File: src/rtl/cpu_pkg.sv
// Shared CPU definitions: opcode constants, NOP encoding and the fetch FSM state type.
package cpu_pkg;
  localparam int          OPC_MSB   = 15;
  localparam int          OPC_LSB   = 12;
  localparam logic [3:0]  OPC_HLT   = 4'b1111;
  localparam logic [15:0] NOP_INSTR = 16'h0000;

  typedef enum logic {
    RUN    = 1'b0,
    HALTED = 1'b1
  } fetch_state_t;

  function automatic logic is_hlt(input logic [15:0] instr);
    return instr[OPC_MSB:OPC_LSB] == OPC_HLT;
  endfunction
endpackage

File: src/rtl/ifid_pipe_reg.sv
// Pipeline register (instr / pc2 / valid) with load, hold and bubble controls.
// Bubble clears instr and valid but keeps pc2; bubble has priority over load.
module ifid_pipe_reg
  import cpu_pkg::*;
#(
  parameter int INSTR_W = 16,
  parameter int PC_W    = 16
) (
  input  logic               clk,
  input  logic               rst_n,
  input  logic               load,
  input  logic               bubble,
  input  logic [INSTR_W-1:0] instr_in,
  input  logic [PC_W-1:0]    pc2_in,
  output logic [INSTR_W-1:0] instr,
  output logic [PC_W-1:0]    pc2,
  output logic               valid
);
  always_ff @(posedge clk or negedge rst_n) begin
    if (!rst_n) begin
      instr <= INSTR_W'(NOP_INSTR);
      pc2   <= '0;
      valid <= 1'b0;
    end else if (bubble) begin
      instr <= INSTR_W'(NOP_INSTR);
      valid <= 1'b0;
    end else if (load) begin
      instr <= instr_in;
      pc2   <= pc2_in;
      valid <= 1'b1;
    end
  end
endmodule

File: src/rtl/fetch_stage.sv
// Instruction fetch: PC, RUN/HALTED FSM, IF/ID register; priority flush > stall_id > miss > normal.
// Optional saturating perf counters under `ifdef FETCH_PERF_CNT_EN.
module fetch_stage
  import cpu_pkg::*;
#(
  parameter int              PC_W     = 16,
  parameter int              INSTR_W  = 16,
  parameter logic [PC_W-1:0] RESET_PC = '0
) (
  input  logic               clk,
  input  logic               rst_n,
  output logic               imem_req,
  output logic [PC_W-1:0]    imem_addr,
  input  logic [INSTR_W-1:0] imem_rdata,
  input  logic               imem_valid,
  input  logic               stall_id,
  input  logic               flush,
  input  logic [PC_W-1:0]    br_target,
  output logic [INSTR_W-1:0] ifid_instr,
  output logic [PC_W-1:0]    ifid_pc2,
  output logic               ifid_valid,
  output logic               fetch_halted,
  output logic [15:0]        perf_fetch_cnt,
  output logic [15:0]        perf_miss_cnt
);
  fetch_state_t    state;
  logic [PC_W-1:0] pc;
  logic [PC_W-1:0] pc_inc;
  logic            load;
  logic            bubble;
  logic            hlt_op;

  assign pc_inc       = pc + PC_W'(2);
  assign hlt_op       = is_hlt(imem_rdata[15:0]);
  assign imem_addr    = pc;
  assign imem_req     = (state == RUN);
  assign fetch_halted = (state == HALTED);

  always_comb begin
    load   = 1'b0;
    bubble = 1'b0;
    if (flush) begin
      bubble = 1'b1;
    end else if (stall_id) begin
      bubble = 1'b0;
    end else if (state == HALTED || !imem_valid) begin
      bubble = 1'b1;
    end else begin
      load = 1'b1;
    end
  end

  // HLT is still delivered to ID, but the PC stays on it until a redirect.
  always_ff @(posedge clk or negedge rst_n) begin
    if (!rst_n) begin
      pc    <= RESET_PC;
      state <= RUN;
    end else if (flush) begin
      pc    <= br_target & ~PC_W'(1);
      state <= RUN;
    end else if (load) begin
      if (hlt_op) state <= HALTED;
      else        pc    <= pc_inc;
    end
  end

  ifid_pipe_reg #(.INSTR_W(INSTR_W), .PC_W(PC_W)) u_ifid (
    .clk      (clk),
    .rst_n    (rst_n),
    .load     (load),
    .bubble   (bubble),
    .instr_in (imem_rdata),
    .pc2_in   (pc_inc),
    .instr    (ifid_instr),
    .pc2      (ifid_pc2),
    .valid    (ifid_valid)
  );

`ifdef FETCH_PERF_CNT_EN
  logic miss_cycle;
  assign miss_cycle = (state == RUN) && !flush && !stall_id && !imem_valid;

  always_ff @(posedge clk or negedge rst_n) begin
    if (!rst_n) begin
      perf_fetch_cnt <= '0;
      perf_miss_cnt  <= '0;
    end else begin
      if (load && perf_fetch_cnt != 16'hFFFF)      perf_fetch_cnt <= perf_fetch_cnt + 16'd1;
      if (miss_cycle && perf_miss_cnt != 16'hFFFF) perf_miss_cnt  <= perf_miss_cnt + 16'd1;
    end
  end
`else
  assign perf_fetch_cnt = 16'h0000;
  assign perf_miss_cnt  = 16'h0000;
`endif
endmodule

File: config.mk
export PLATFORM = sky130hd
export DESIGN_NAME = fetch_stage
export DESIGN_NICKNAME = d
export VERILOG_FILES = /design/src/rtl/cpu_pkg.sv /design/src/rtl/ifid_pipe_reg.sv /design/src/rtl/fetch_stage.sv
export SDC_FILE = /design/constraint.sdc
export NUM_CORES = 1
export LEC_CHECK = 0
export CAP_MARGIN = 10
export CORE_MARGIN = 1.5
export CORE_UTILIZATION = 44
export CTS_CLUSTER_DIAMETER = 150
export CTS_CLUSTER_SIZE = 28
export DETAILED_ROUTE_END_ITERATION = 8
export PLACE_DENSITY_LB_ADDON = 0.2
export SETUP_SLACK_MARGIN = 0.4
export SLEW_MARGIN = 15
export SYNTH_ARGS = -nofsm -noshare
export SYNTH_HDL_FRONTEND = slang
export SYNTH_SLANG_ARGS = --single-unit
File: constraint.sdc
create_clock -name clk -period 4.3 [get_ports clk]
set_input_delay 0.645 -clock clk [delete_from_list [all_inputs] [get_ports clk]]
set_output_delay 0.645 -clock clk [all_outputs]
set_load 0.1 [all_outputs]
==> impl_metrics.yaml, run 1 <==
outcome:
  status: "finished, final reports clean"
route:
  firstDrtPassIters: 4
  drtIter0Drc: 116
  vias: 2005
  ant_nets: 0
  vias_per_cell: 5.01
  routedWlPerCell_um: 13.3
  wirelength_mm: 5.33
  drc: 0
min_path:
  hold_class: "reg -> reg"
sta:
  setup_tns_ns: 0
  clock.fmax_mhz: 371
  fin_crit_sh_pct: 62.7
  worst_slew_pin_slew_ns: 1.02
  finalSetupViolations: 0
  hold_viol: 0
  whs_ns: 0.496
  slew_headroom_pct: 32.1
  finalWorstSetupSlack_ns: 1.60
  slew_violations: 0
  rsz0062_at_grt: "no"
  fin_crit_ns: 2.70
  skew_ns: 0.00311
synth:
  synth_cell_type_count: 41
  synth_top_cell_area_share_pct: 47.9
  synthesis.area_sq_um: 2510
  synth.ff_latch_count: 48
  yosysWarnings: 0
  synth_edf_count: 0
  yosysTopAreaCell: "dfrtp_1"
  ys_async_sr_fraction_pct: 100
  synth_ff_type: "dfrtp_1"
  synth.area.top_cells: "dfrtp_1 48%, buf_4 11%, a22o_1 5.6%, xnor2_1 3.5%, xor2_1 3.1%"
  seq_area_frac_synth_pct: 47.9
  syn_area_per_cell_sq_um: 10.1
  syn_inst: 249
worst_setup_path:
  cp_max_fo: 9
  cp-start-kind: "flop"
  cp_num_buf_inv: 1
  worstSetupEndpointType: "primary output"
  critPathTopFamily: "buffers and inverters"
  cpPeakStageDelay_ns: 1.21
  path_class: "reg -> out"
  r2r_slack_ns: 2.26
  crit_arrival_ns: 2.05
  cp_slowest_cell: "clkdlybuf4s50_1"
  worstPathRequired_ns: 3.65
  path_cells: "clkdlybuf4s50_1"
place:
  place_hpwl_mm: 3.90
  place_ws_ns: 1.53
  routabilityCongestion: 0.825
  io_buffers: 84
floorplanning:
  die_y_um: 78.5
  pin_count: 120
  dieArea_sq_um: 6160
  rows: 27
  core_region_area_sq_um: 5510
  die_w_um: 78.5
  start_util_pct: 45.6
clock_tree:
  post_cts_buffers: 0
  cts.sinks: 48
  cts_resized: 0
  clkLatencyLatePin_ns: 0.30
  h-tree-depth: 2
  clk_pin_slew_ns: 0.09
  clockBufferDepth: 2
  cts_inserted_buffers: 5
  cts_hold_buf: 0
  root_buffer: "clkbuf_8"
  cts_tree: "built"
global_routing:
  overflow: 0
  track_usage_pct: 18.4
  grt_max_degree: 49
  grt_pass1_wl_mm: 9.01
  antenna_found_initial: 0
  first_global_vias: 1860
job:
  drv_cap: 0
cells_and_area:
  drive_gt1_share_pct: 4.57
  nets: 365
  area_growth_pct: 34.3
  num_antenna_cells: 0
power:
  p_leak_nw: 1.41
  ir_worst_vdd_mv: 0.235
  finalPower_mw: 1.62
  power.density_nw_per_um2: 482
[cells in the mapped netlist, types with 3 or more instances]
cell,instances
mux2i_1,3
a22o_1,16
dfrtp_1,48
nand4_1,4
inv_1,4
a21oi_1,13
nor4_1,3
nor3_1,4
xor2_1,9
a31oi_1,5
clkbuf_1,5
buf_2,5
and3_1,3
xnor2_1,10
o21ai_0,9
nor2_1,19
and4_1,3
o41ai_1,3
nand2_1,15
nand3_1,8
buf_4,36
[per-layer routing]
layer | track usage (%) | part of all wire (%) | up-vias | wire length (um)
met2 | 28.4 | 45 | 92 | 2410
met4 | 6.25 | 1.1 | 0 | 58
met3 | 5.35 | 8.5 | 4 | 452
li1 | - | - | 967 | -
met1 | 24.7 | 45 | 942 | 2410
met5 | 0 | 0 | - | 0
[through the flow]
step	cells	utilization, %	cell area, sq um
floorplan	282	-	2630
global placement	392	59.1	3250
detailed placement	392	59.1	3250
CTS	400	61.2	3370
global route	400	61.2	3370
finish	400	61.2	3370
[cell usage in the layout, fill, tap and decap left out, types with 4 or more instances in the layout]
cell type / count
clkbuf_8: 5
a31oi_1: 5
o21ai_0: 9
nor2_1: 19
a21oi_1: 13
conb_1: 34
nand3_1: 8
xnor2_1: 10
dfrtp_1: 48
nand2_1: 15
nor3_1: 4
xor2_1: 9
clkdlybuf4s50_1: 83
nand4_1: 4
inv_1: 4
a22o_1: 16
[layout make-up]
class / count / area (sq um)
Fill cell: 483 / 2140
Clock buffer: 5 / 68.8
Sequential cell: 48 / 1200
Timing Repair Buffer: 87 / 858
Clock inverter: 3 / 46.3
Tap cell: 72 / 90.1
Multi-Input combinational cell: 181 / 1090
Inverter: 4 / 15.0
[power breakdown]
part / switching [mW] / leakage, nW / internal, mW
combinational: 0.593 / 0.770 / 0.156
sequential: 0.0449 / 0.589 / 0.500
clock: 0.154 / 0.0548 / 0.175
total: 0.792 / 1.41 / 0.831
[cells by family after synthesis]
family	synth area share [%]
buffers and inverters	13.7
XOR/XNOR	6.63
flip-flops	47.9
other	0.149
AND/OR/NAND/NOR	14.9
adder cells (fa/ha/maj)	0.499
AO/OA/AOI/OAI	14.7
multiplexers	1.65
[path summary, 6_finish.rpt]
kind	startpoint	cells past startpoint	to
max	imem_addr[5]	1	imem_addr[5]
min	u_ifid.valid	1	u_ifid.valid
max reg2reg	fetch_halted	5	u_ifid.pc2[6]
min reg2reg	u_ifid.valid	1	u_ifid.valid
max in group asynchronous	rst_n	1	u_ifid.pc2[11]
min in group asynchronous	rst_n	1	u_ifid.instr[4]
[registers in the layout, summed over array words and instances (netlist names)]
| register | count |
|---|---|
| fetch_halted | 1 |
| u_ifid.valid | 1 |
| u_ifid.instr | 16 |
| imem_addr | 15 |
| u_ifid.pc2 | 15 |
Power figures use the tool's default switching activity.
==> run 2: changes to the inputs <==
CORE_UTILIZATION = 37   (was 44)
clock period = 2.4 ns   (was 4.3 ns; I/O delays follow)
==> run 2 against run 1 <==
The run now ends with design-rule violations left. Non-clock buffer count grew 3. Die area grew 18%. Via count is essentially flat. Largest power group unchanged. First-iteration DRC count shrank 26%. Combinational power grew 76%. Utilization shrank 10 points. Critical endpoint is now imem_addr[11]. Clock power grew 53%.
==> impl_metrics.yaml, run 2 (same netlist as run 1, synthesis figures left out) <==
floorplanning:
  die_y_um: 85.3
  dieArea_sq_um: 7280
  rows: 29
  start_util_pct: 38.8
  die_w_um: 85.3
  core_region_area_sq_um: 6460
  pin_count: 120
clock_tree:
  cts_tree: "built"
  clockBufferDepth: 2
  h-tree-depth: 2
  cts_hold_buf: 0
  cts.sinks: 48
  cts_inserted_buffers: 5
  cts_resized: 0
  clk_pin_slew_ns: 0.09
  post_cts_buffers: 0
  clkLatencyLatePin_ns: 0.30
  root_buffer: "clkbuf_8"
worst_setup_path:
  cp_slowest_cell: "dfrtp_4"
  cp_num_buf_inv: 0
  path_cells: "ha_1 > and3_1 > and4_1 > or3b_1 > a31oi_1"
  r2r_start: "imem_addr[1]"
  critPathTopFamily: "simple AND/OR/NAND/NOR gates"
  cp_max_fo: 7
  cpPeakStageDelay_ns: 0.46
  path_class: "reg -> reg"
  worstPathRequired_ns: 2.62
  rr_endpoint: "imem_addr[11]"
  r2r_slack_ns: 0.51
  worstSetupEndpointType: "flop"
  cp-start-kind: "flop"
  worstRegToRegCells: 5
  crit_arrival_ns: 2.11
sta:
  skew_ns: 0.00634
  fin_crit_sh_pct: 78.9
  rsz0062_at_grt: "no"
  setup_tns_ns: 0
  slew_headroom_pct: 58.7
  slew_violations: 0
  finalWorstSetupSlack_ns: 0.507
  worst_slew_pin_slew_ns: 0.620
  finalSetupViolations: 0
  fin_crit_ns: 1.89
  clock.fmax_mhz: 528
  hold_viol: 0
global_routing:
  busiest_layer: "met2"
  antenna_found_initial: 0
  grt.met2_usage_pct: 26.2
  first_global_vias: 1886
  grt_use_met3_pct: 2.53
  gr-usage-met1_pct: 21.8
  grt_pass1_wl_mm: 9.24
  grt_max_degree: 49
  track_usage_pct: 16.2
  overflow: 0
cells_and_area:
  area_growth_pct: 31.4
  num_antenna_cells: 0
  ff_latch_area_sq_um: 1230
  stdcell_count: 408
  mostFrequentLayoutCells: "54 x buf_4, 34 x conb_1, 34 x dfrtp_1, 34 x clkdlybuf4s50_1, 19 x nor2_1"
  regMostFlops: "u_ifid.instr"
  mostFrequentLayoutCell: "buf_4"
  multi_input_area_sq_um: 1090
  largest_reg_flops: 16
  drive_gt1_share_pct: 24.5
  fillers: 623
  final_util_pct: 51.0
  nets: 368
route:
  vias_per_cell: 4.92
  ant_nets: 0
  wirelength_mm: 5.86
  drtIter0Drc: 86
  vias: 2007
  drc: 11
  routedWlPerCell_um: 14.4
  firstDrtPassIters: 6
place:
  place_hpwl_mm: 4.16
  place_ws_ns: 0.269
  io_buffers: 84
  dp.cells: 400
  routabilityCongestion: 0.862
outcome:
  status: "finished, violations left"
  violations: "design-rule violations"
power:
  ir_worst_vdd_mv: 0.287
  p_leak_nw: 1.47
  power.density_nw_per_um2: 853
job:
  drv_cap: 0
min_path:
  hold_class: "in -> async"
run 2: how the worst max path moves through the flow:
stage / start / to / slack [ns] / cells past startpoint
final: imem_addr[1] / imem_addr[11] / 0.51 / 5
after global routing: stall_id / imem_addr[12] / 0.41 / 5
after CTS: imem_addr[1] / imem_addr[11] / 0.52 / 5
after detailed placement: stall_id / imem_addr[12] / 0.27 / 5
after global placement: stall_id / imem_addr[12] / 0.33 / 5
after floorplan: imem_addr[6] / imem_addr[14] / 0.35 / 5
run 2: final cells by class:
| type | instances | area share [%] |
|---|---|---|
| inverters | 4 | 0.455 |
| well taps | 77 | 2.92 |
| clock buffers | 6 | 2.50 |
| repair buffers | 90 | 23.4 |
| clock inverters | 2 | 0.304 |
| multi-input cells | 181 | 33.0 |
| flip-flops and latches | 48 | 37.4 |
run 2: power breakdown:
part           internal [mW]  leakage [nW]  switching (mW)
logic                  0.252         0.845            1.07
clock network          0.231        0.0510           0.274
registers              0.906         0.574          0.0835
total                   1.39          1.47            1.43
run 2: metal layers:
metal | vias to the layer above | part of all wire, %
met5 | - | 0
met4 | 0 | 1.8
met3 | 8 | 6.3
met2 | 82 | 45
met1 | 942 | 46
li1 | 975 | -
run 2: stage by stage:
stage	power [mW]	hold slack (ns)	instance area [sq um]
after floorplan	2.09	0.0644	2670
after global placement	2.32	0.461	3200
after detailed placement	2.33	0.478	3200
after CTS	2.84	0.179	3300
after global routing	2.92	0.213	3300
final	2.81	0.153	3300
